[config.mk]
export PLATFORM = sky130hd
export DESIGN_NAME = uni_shift_reg_p
export DESIGN_NICKNAME = d
export VERILOG_FILES = /design/src/rtl/uni_shift_reg_p.sv
export SDC_FILE = /design/constraint.sdc
export NUM_CORES = 1
export LEC_CHECK = 0
export BUFFER_PORTS_ARGS = -buffer_cell sky130_fd_sc_hd__buf_2
export CAP_MARGIN = 30
export CORE_MARGIN = 3
export CORE_UTILIZATION = 45
export CTS_CLUSTER_DIAMETER = 200
export DETAILED_ROUTE_END_ITERATION = 10
export GPL_TIMING_DRIVEN = 0
export HOLD_SLACK_MARGIN = 0.1
export PLACE_DENSITY = 0.77
export REMOVE_ABC_BUFFERS = 1
export SETUP_SLACK_MARGIN = 0.5
export SLEW_MARGIN = 20
export SYNTH_ARGS = -nofsm -noshare
export SYNTH_HDL_FRONTEND = slang
export SYNTH_SLANG_ARGS = --single-unit
[constraint.sdc]
create_clock -name clk -period 6.45 [get_ports clk]
set_clock_uncertainty 0.15 [all_clocks]
set_input_delay 1.935 -clock clk [delete_from_list [all_inputs] [get_ports clk]]
set_output_delay 1.935 -clock clk [all_outputs]
set_load 0.02 [all_outputs]
[src/rtl/uni_shift_reg_p.sv]
// uni_shift_reg_p: parametrised universal shift register.
// Supports hold, logical shifts, rotates, arithmetic shift right and parallel
// load, all by a multi-bit amount. A self-timed serialiser mode streams din
// out LSB first on sout, with a busy (ready=0) / done handshake.
module uni_shift_reg_p #(
    parameter int WIDTH = 8,
    parameter int AW    = $clog2(WIDTH)
) (
    input  logic             clk,
    input  logic             rst_n,
    input  logic             en,
    input  logic [2:0]       mode,
    input  logic [AW-1:0]    amt,
    input  logic [WIDTH-1:0] din,
    input  logic             sin,
    output logic [WIDTH-1:0] q,
    output logic             sout,
    output logic             sout_vld,
    output logic             ready,
    output logic             done
);

    localparam logic [2:0] MODE_HOLD = 3'b000;
    localparam logic [2:0] MODE_SHR  = 3'b001;
    localparam logic [2:0] MODE_SHL  = 3'b010;
    localparam logic [2:0] MODE_LOAD = 3'b011;
    localparam logic [2:0] MODE_ROR  = 3'b100;
    localparam logic [2:0] MODE_ROL  = 3'b101;
    localparam logic [2:0] MODE_ASR  = 3'b110;
    localparam logic [2:0] MODE_SER  = 3'b111;

    localparam logic [AW-1:0] LAST_CNT  = AW'(WIDTH - 1);
    localparam logic [AW:0]   WIDTH_EXT = (AW + 1)'(WIDTH);

    typedef enum logic [1:0] {
        IDLE  = 2'd0,
        SHIFT = 2'd1,
        DONE  = 2'd2
    } state_t;

    state_t               state;
    state_t               next_state;
    logic [AW-1:0]        cnt;
    logic [AW-1:0]        cnt_nxt;
    logic [WIDTH-1:0]     q_nxt;
    logic                 sout_nxt;
    logic                 vld_nxt;
    logic                 accept;
    logic [AW-1:0]        amt_eff;
    logic [AW-1:0]        shl_idx;
    logic                 fill;
    logic [2*WIDTH-1:0]   wide;

    assign accept = en & ready;

    // Fold amounts beyond WIDTH-1 back into range (only reachable for non-power-of-2 widths).
    always_comb begin
        if ({1'b0, amt} >= WIDTH_EXT) begin
            amt_eff = amt - AW'(WIDTH);
        end else begin
            amt_eff = amt;
        end
        shl_idx = LAST_CNT - amt_eff + AW'(1);
    end

    // State register for the serialiser sequencer.
    always_ff @(posedge clk or negedge rst_n) begin
        if (!rst_n) begin
            state <= IDLE;
        end else begin
            state <= next_state;
        end
    end

    // Next-state logic: SER launches a WIDTH-edge shift burst followed by one DONE cycle.
    always_comb begin
        next_state = state;
        case (state)
            IDLE:    if (accept && (mode == MODE_SER)) next_state = SHIFT;
            SHIFT:   if (cnt == LAST_CNT) next_state = DONE;
            DONE:    next_state = IDLE;
            default: next_state = IDLE;
        endcase
    end

    // Handshake outputs decoded directly from the state.
    always_comb begin
        ready = (state == IDLE);
        done  = (state == DONE);
    end

    // Datapath next values: serial shifting while busy, otherwise the accepted command.
    always_comb begin
        q_nxt    = q;
        sout_nxt = sout;
        vld_nxt  = 1'b0;
        cnt_nxt  = cnt;
        wide     = '0;
        fill     = sin;
        if (state == SHIFT) begin
            q_nxt    = {sin, q[WIDTH-1:1]};
            sout_nxt = q[0];
            vld_nxt  = 1'b1;
            cnt_nxt  = cnt + AW'(1);
        end else if (accept) begin
            case (mode)
                MODE_SHR, MODE_ASR: begin
                    if (amt_eff != '0) begin
                        fill     = (mode == MODE_ASR) ? q[WIDTH-1] : sin;
                        wide     = {{WIDTH{fill}}, q} >> amt_eff;
                        q_nxt    = wide[WIDTH-1:0];
                        sout_nxt = q[amt_eff - AW'(1)];
                    end
                end
                MODE_SHL: begin
                    if (amt_eff != '0) begin
                        wide     = {q, {WIDTH{sin}}} << amt_eff;
                        q_nxt    = wide[2*WIDTH-1:WIDTH];
                        sout_nxt = q[shl_idx];
                    end
                end
                MODE_LOAD: q_nxt = din;
                MODE_ROR: begin
                    wide  = {q, q} >> amt_eff;
                    q_nxt = wide[WIDTH-1:0];
                end
                MODE_ROL: begin
                    wide  = {q, q} << amt_eff;
                    q_nxt = wide[2*WIDTH-1:WIDTH];
                end
                MODE_SER: begin
                    q_nxt   = din;
                    cnt_nxt = '0;
                end
                MODE_HOLD: q_nxt = q;
                default:   q_nxt = q;
            endcase
        end
    end

    // Datapath registers; reset clears everything including an in-flight serialisation.
    always_ff @(posedge clk or negedge rst_n) begin
        if (!rst_n) begin
            q        <= '0;
            sout     <= 1'b0;
            sout_vld <= 1'b0;
            cnt      <= '0;
        end else begin
            q        <= q_nxt;
            sout     <= sout_nxt;
            sout_vld <= vld_nxt;
            cnt      <= cnt_nxt;
        end
    end

endmodule

Word level (Yosys, flattened, before mapping)
Cells that the tools add are included.
{"block": "totals", "ff_bits": 15, "elab_cells": 66, "mem_count": 0, "rom_bits": 0, "inputBits": 18, "ram_bits": 0, "latchBits": 0}
{"block": "classes", "eq_ne": 15, "mux": 22, "bitwise": 1, "n_shift": 4, "n_div": 0, "reduce_logical": 13, "n_lt_le_gt_ge": 2, "add_sub_neg": 4, "n_mul": 0}
{"op": "case mux 8 bit (5 select lines)", "n": 1}
{"op": "two-way mux 8 bit", "n": 4}
{"op": "<< shifter 16 x 3 -> 16 bit", "n": 2}
{"op": "right shift 16 x 3 -> 8 bit", "n": 2}
{"op": "== test 3 bit, second input constant", "n": 5}
{"op": "two-way mux 3 bit", "n": 3}
{"op": "< comparator 3 x 4 -> 1 bit, second input constant", "n": 2}
{"op": "two-way mux 1 bit", "n": 8}
{"op": "AND reduction 4 bit", "n": 2}
{"op": "adder 3 x 1 -> 3 bit, second input constant", "n": 2}
{"op": "binary-select mux 1 bit (select 3 bit)", "n": 2}
{"op": "== test 3 x 2 -> 1 bit, second input constant", "n": 2}
{"op": "!= test 3 bit, second input constant", "n": 2}
{"op": "nonzero test 3 bit", "n": 2}
{"op": "two-way mux 2 bit", "n": 2}
{"op": "!= test 2 bit, second input constant", "n": 2}
{"op": "case mux 2 bit (2 select lines)", "n": 1}
{"op": "AND reduction 2 bit", "n": 2}
{"op": "nonzero test 2 bit", "n": 2}
{"op": "OR reduction 2 bit", "n": 2}
{"op": "== test 3 x 1 -> 1 bit, second input constant", "n": 1}
{"op": "logical NOT 3 bit", "n": 1}
{"op": "subtractor 3 x 1 -> 3 bit, second input constant", "n": 1}
{"op": "subtractor 3 bit, first input constant", "n": 1}
{"op": "7 further kinds", "n": 7}

Logic depth before layout (Yosys ltp)
{"block": "logic_depth", "ltp_word": 8, "mapped_depth": 10}

Worst setup path after synthesis
No wires, ideal clock.
{"block": "synth_timing", "path_kind": "input -> register", "from": "input amt[0]", "to": "register q[5]", "setup_slack_ns": 2.325, "setup_ns": 0.139, "stages": 10, "arrival_ns": 3.836, "path_cell_list": "buf_2 -> clkinv_1 -> clkbuf_1 -> ha_1 -> ha_1 -> a21oi_1 -> nand2_1 -> clkbuf_1 -> a2111oi_0 -> a21oi_1"}
{"block": "synth_between", "elab_chain_len": 5, "elab_cells_between_ends": 13, "classes_between": "2 x eq/ne; 4 x shift; 5 x mux; 2 x reduce/logical"}
{"item": "start: declaration", "line": "13", "source": "input logic [AW-1:0] amt,"}
{"item": "<< shifter 16 x 3 -> 16 bit / right shift 16 x 3 -> 8 bit (equally long branches)", "line": "117, 110"}
{"item": "two-way mux 8 bit, on equally long branches", "line": "116, 108"}
{"item": "case mux 8 bit (5 select lines)", "line": "106", "source": "case (mode)"}
{"item": "two-way mux 8 bit", "line": "105", "source": "end else if (accept) begin"}
{"item": "two-way mux 8 bit", "line": "100", "source": "if (state == SHIFT) begin"}
{"item": "end signal: assignment", "line": "149", "source": "q <= q_nxt;"}
{"item": "end: declaration", "line": "16", "source": "output logic [WIDTH-1:0] q,"}
Several ways; a longest one is shown, not always the timed one. The select of a mux whose other input is x is not followed.
A chain may end at the register's enable or synchronous reset.

Final worst setup path
Ends and elaborated chain as after synthesis.

==> results_dict.tcl <==
set metrics [dict create \
    outcome "finished, final reports clean" \
    setup_total_negative_slack_ns 0 \
    dr.first_iter.drc_count 210 \
    antenna_cells 0 \
    syn_to_final_growth_pct 7.09 \
    synthArstFlopShare_pct 100 \
    grt_pass1_vias 1875 \
    whs_path_depth 1 \
    slew_headroom_pct 60.7 \
    fin_crit_ns 4.88 \
    critPathArrivalTime_ns 4.83 \
    synth-xor-area-share_pct 0.439 \
    setup_viol 0 \
    hold_buffers 0 \
    yosysTopAreaCell "dfrtp_1" \
    rsz0062_at_grt "false" \
    ys_ff_latch 15 \
    ys.flop_type "dfrtp_1" \
    slowest_delay_ns 0.61 \
    yosys.area_share.adder_pct 3.14 \
    cp_max_fo 25 \
    gp_congestion 0.952 \
    crit_type "in -> reg" \
    synth_warnings 0 \
    drive_gt1_share_pct 19.0 \
    dr_total_vias 2045 \
    ioPinCount 30 \
    global_route.usage.total_pct 22.3 \
    finalHoldViolCount 0 \
    postCtsSetupBuffers 0 \
    holdPathEnd "cnt[0]" \
    drc 0 \
    worst_slew_pin_slew_ns 0.589 \
    start_util_pct 48.1 \
    reg2reg_to "q[5]" \
    die_area_um2 5270 \
    cp.required_ns 6.40 \
    synth_top_family_by_area "compound AO/OA/AOI/OAI gates" \
    wirelength_mm 5.81 \
    ir_worst_vdd_mv 0.206 \
    num_rows 23 \
    grt_max_degree 26 \
    instances_no_fill 302 \
    cts_resized 0 \
    antenna_found_initial 0 \
    synth_top_area_share_pct 18.8 \
    place_hpwl_mm 4.15 \
    r2r-start "state[0]" \
    root_buffer "clkbuf_8" \
    cts_num_sinks 15 \
    max_freq_mhz 205 \
    worst_setup_path_end_kind "flop" \
    coreArea_um2 4140 \
    post-place-cells 298 \
    nNetsFinal 276 \
    slew_viol_final 0 \
    reg2regPathDepth 5 \
    dieHeight_um 72.6 \
    yosys.area_share.simple_pct 22.1 \
    cts_buffer_depth 2 \
    ant_nets 0 \
    htreeDepth 1 \
    cts_tree "done" \
    die_w_um 72.6 \
    hp-start "cnt[0]" \
    synth_area_leaders "dfrtp_1 (19%), mux4_2 (7.9%), mux2i_1 (7.0%)" \
    cts_buffers 3 \
    pwr_density_cell_nw_per_um2 376 \
    synth.avg_cell_area_um2 8.14 \
    drv_cap 0 \
    period_share_pct 75.7 \
    dr.pass1.iters 5 \
    grt_pass1_wl_mm 9.36 \
    ys_seq_area_share_pct 18.8 \
    cp_cell_sequence "buf_2 -> clkinv_1 -> ha_1 -> ha_1 -> a21oi_1 -> nand2_1 -> a2111oi_0 -> a21oi_1" \
    crit_slowest_cell "a2111oi_0" \
    start_kind "primary input" \
    clk_pin_slew_ns 0.06 \
    reg2reg_setup_slack_ns 4.01 \
    drt-wirelength-per-cell_um 19.2 \
    portBuffers 29 \
    p_leak_nw 0.894 \
    synth_cell_type_count 59 \
    syn_inst 245 \
    synth_edf_count 0 \
    synth_compound_area_share_pct 26.9 \
    grt.overflow.total 0 \
    min-delay-path-class "reg -> reg" \
    synthesis.area_um2 1990 \
    synth_mux_area_share_pct 21.7 \
    via_per_inst 6.77 \
    worstSkewPairLatency_ns 0.24 \
]
-- final cells by class --
| cell class | instances | area [µm²] |
|---|---|---|
| Clock inverter | 1 | 5.00 |
| Inverter | 7 | 26.3 |
| Multi-Input combinational cell | 197 | 1480 |
| Fill cell | 424 | 2010 |
| Tap cell | 50 | 62.6 |
| Sequential cell | 15 | 375 |
| Timing Repair Buffer | 29 | 145 |
| Clock buffer | 3 | 41.3 |
-- power breakdown --
group / switching, W / internal (W) / total (W)
clock network: 0.0000317 / 0.0000427 / 0.0000744
registers: 0.000110 / 0.000140 / 0.000250
logic: 0.000261 / 0.000218 / 0.000479
total: 0.000403 / 0.000400 / 0.000803
-- registers in the layout, summed over array words and instances, names as in the netlist --
| signal | count |
|---|---|
| q | 8 |
| cnt | 3 |
| state | 2 |
| sout | 1 |
| sout_vld | 1 |
-- how the worst max path moves through the flow --
stage                      start  endpoint  slack (ns)  cells past startpoint
after floorplan           amt[0]      q[6]        2.52                      7
after global placement    amt[0]      q[5]        1.33                      8
after detailed placement  amt[0]      q[5]        1.35                      8
after CTS                 amt[0]      q[5]        1.60                      8
after global routing      amt[0]      q[4]        1.31                      8
final                     amt[0]      q[5]        1.57                      8
-- cells by family after synthesis --
kind of cell             Yosys count
AND/OR/NAND/NOR                   86
AO/OA/AOI/OAI                     72
adder cells (fa/ha/maj)            5
buffers and inverters             33
flip-flops                        15
multiplexers                      33
XOR/XNOR                           1
-- critical path, delay by kind of cell --
| family | cells | cell delay [ns] |
|---|---|---|
| AOI/OAI and AO/OA | 3 | 0.96 |
| buffers and inverters | 2 | 0.99 |
| adders and majority gates | 2 | 0.62 |
| and+or+nand+nor | 1 | 0.31 |
-- synthesized netlist by cell type (2+ instances only) --
| library cell | number |
|---|---|
| mux2i_1 | 14 |
| o31a_1 | 3 |
| a2111oi_0 | 2 |
| o221ai_1 | 2 |
| buf_2 | 6 |
| dfrtp_1 | 15 |
| o21ai_0 | 6 |
| ha_1 | 5 |
| nor2_1 | 20 |
| o22ai_1 | 2 |
| a22oi_1 | 3 |
| buf_1 | 3 |
| mux2_2 | 6 |
| nand2b_1 | 7 |
| nand3b_1 | 3 |
| o32ai_1 | 2 |
| mux4_2 | 7 |
| a32oi_1 | 2 |
| a2bb2oi_1 | 2 |
| a311oi_1 | 2 |
| and4b_1 | 2 |
| nand3_1 | 2 |
| mux2_1 | 6 |
| o211ai_1 | 3 |
| nor2b_1 | 5 |
| a221o_1 | 4 |
| nor3_1 | 9 |
| a211oi_1 | 6 |
| o21ai_1 | 3 |
| a22o_1 | 3 |
| and2_1 | 3 |
| nand2_1 | 24 |
| a221oi_1 | 4 |
| a21oi_1 | 10 |
| o21bai_1 | 2 |
| inv_1 | 6 |
| clkbuf_1 | 16 |
| and3_1 | 4 |
-- per-stage QoR --
step           total power [W]  utilization (%)  instance area (µm²)  hold WS, ns  worst slack [ns]
2_1_floorplan         0.000559                -                 1880        0.304              2.52
3_3_place_gp          0.000714             50.4                 2090        0.325              1.33
3_5_place_dp          0.000723             50.4                 2090        0.335              1.35
4_1_cts               0.000802             51.5                 2140        0.342              1.60
5_1_grt               0.000866             51.5                 2140        0.373              1.31
6_report              0.000803             51.5                 2140        0.338              1.57
-- metal layers --
metal	track usage (%)	up-vias	part of all wire, %
met5	0	-	0
met4	5.94	0	1.2
met3	4.41	6	9.4
met2	33.8	120	47
met1	32.3	968	43
li1	-	951	-
-- cell usage in the layout, fill, tap and decap left out, drive strengths merged, types with 3 or more instances in the layout --
master,instances
nand3b,3
mux2i,14
o211ai,3
nor2,20
clkbuf,3
and3,4
mux4,7
nand2,24
a22o,3
nor2b,5
a22oi,3
nor3,9
a221oi,4
nand2b,7
dfrtp,15
a221o,4
mux2,12
and2,3
a211oi,6
ha,5
o21ai,9
buf,29
inv,6
a21oi,10
o31a,3
Power figures use the tool's default switching activity.
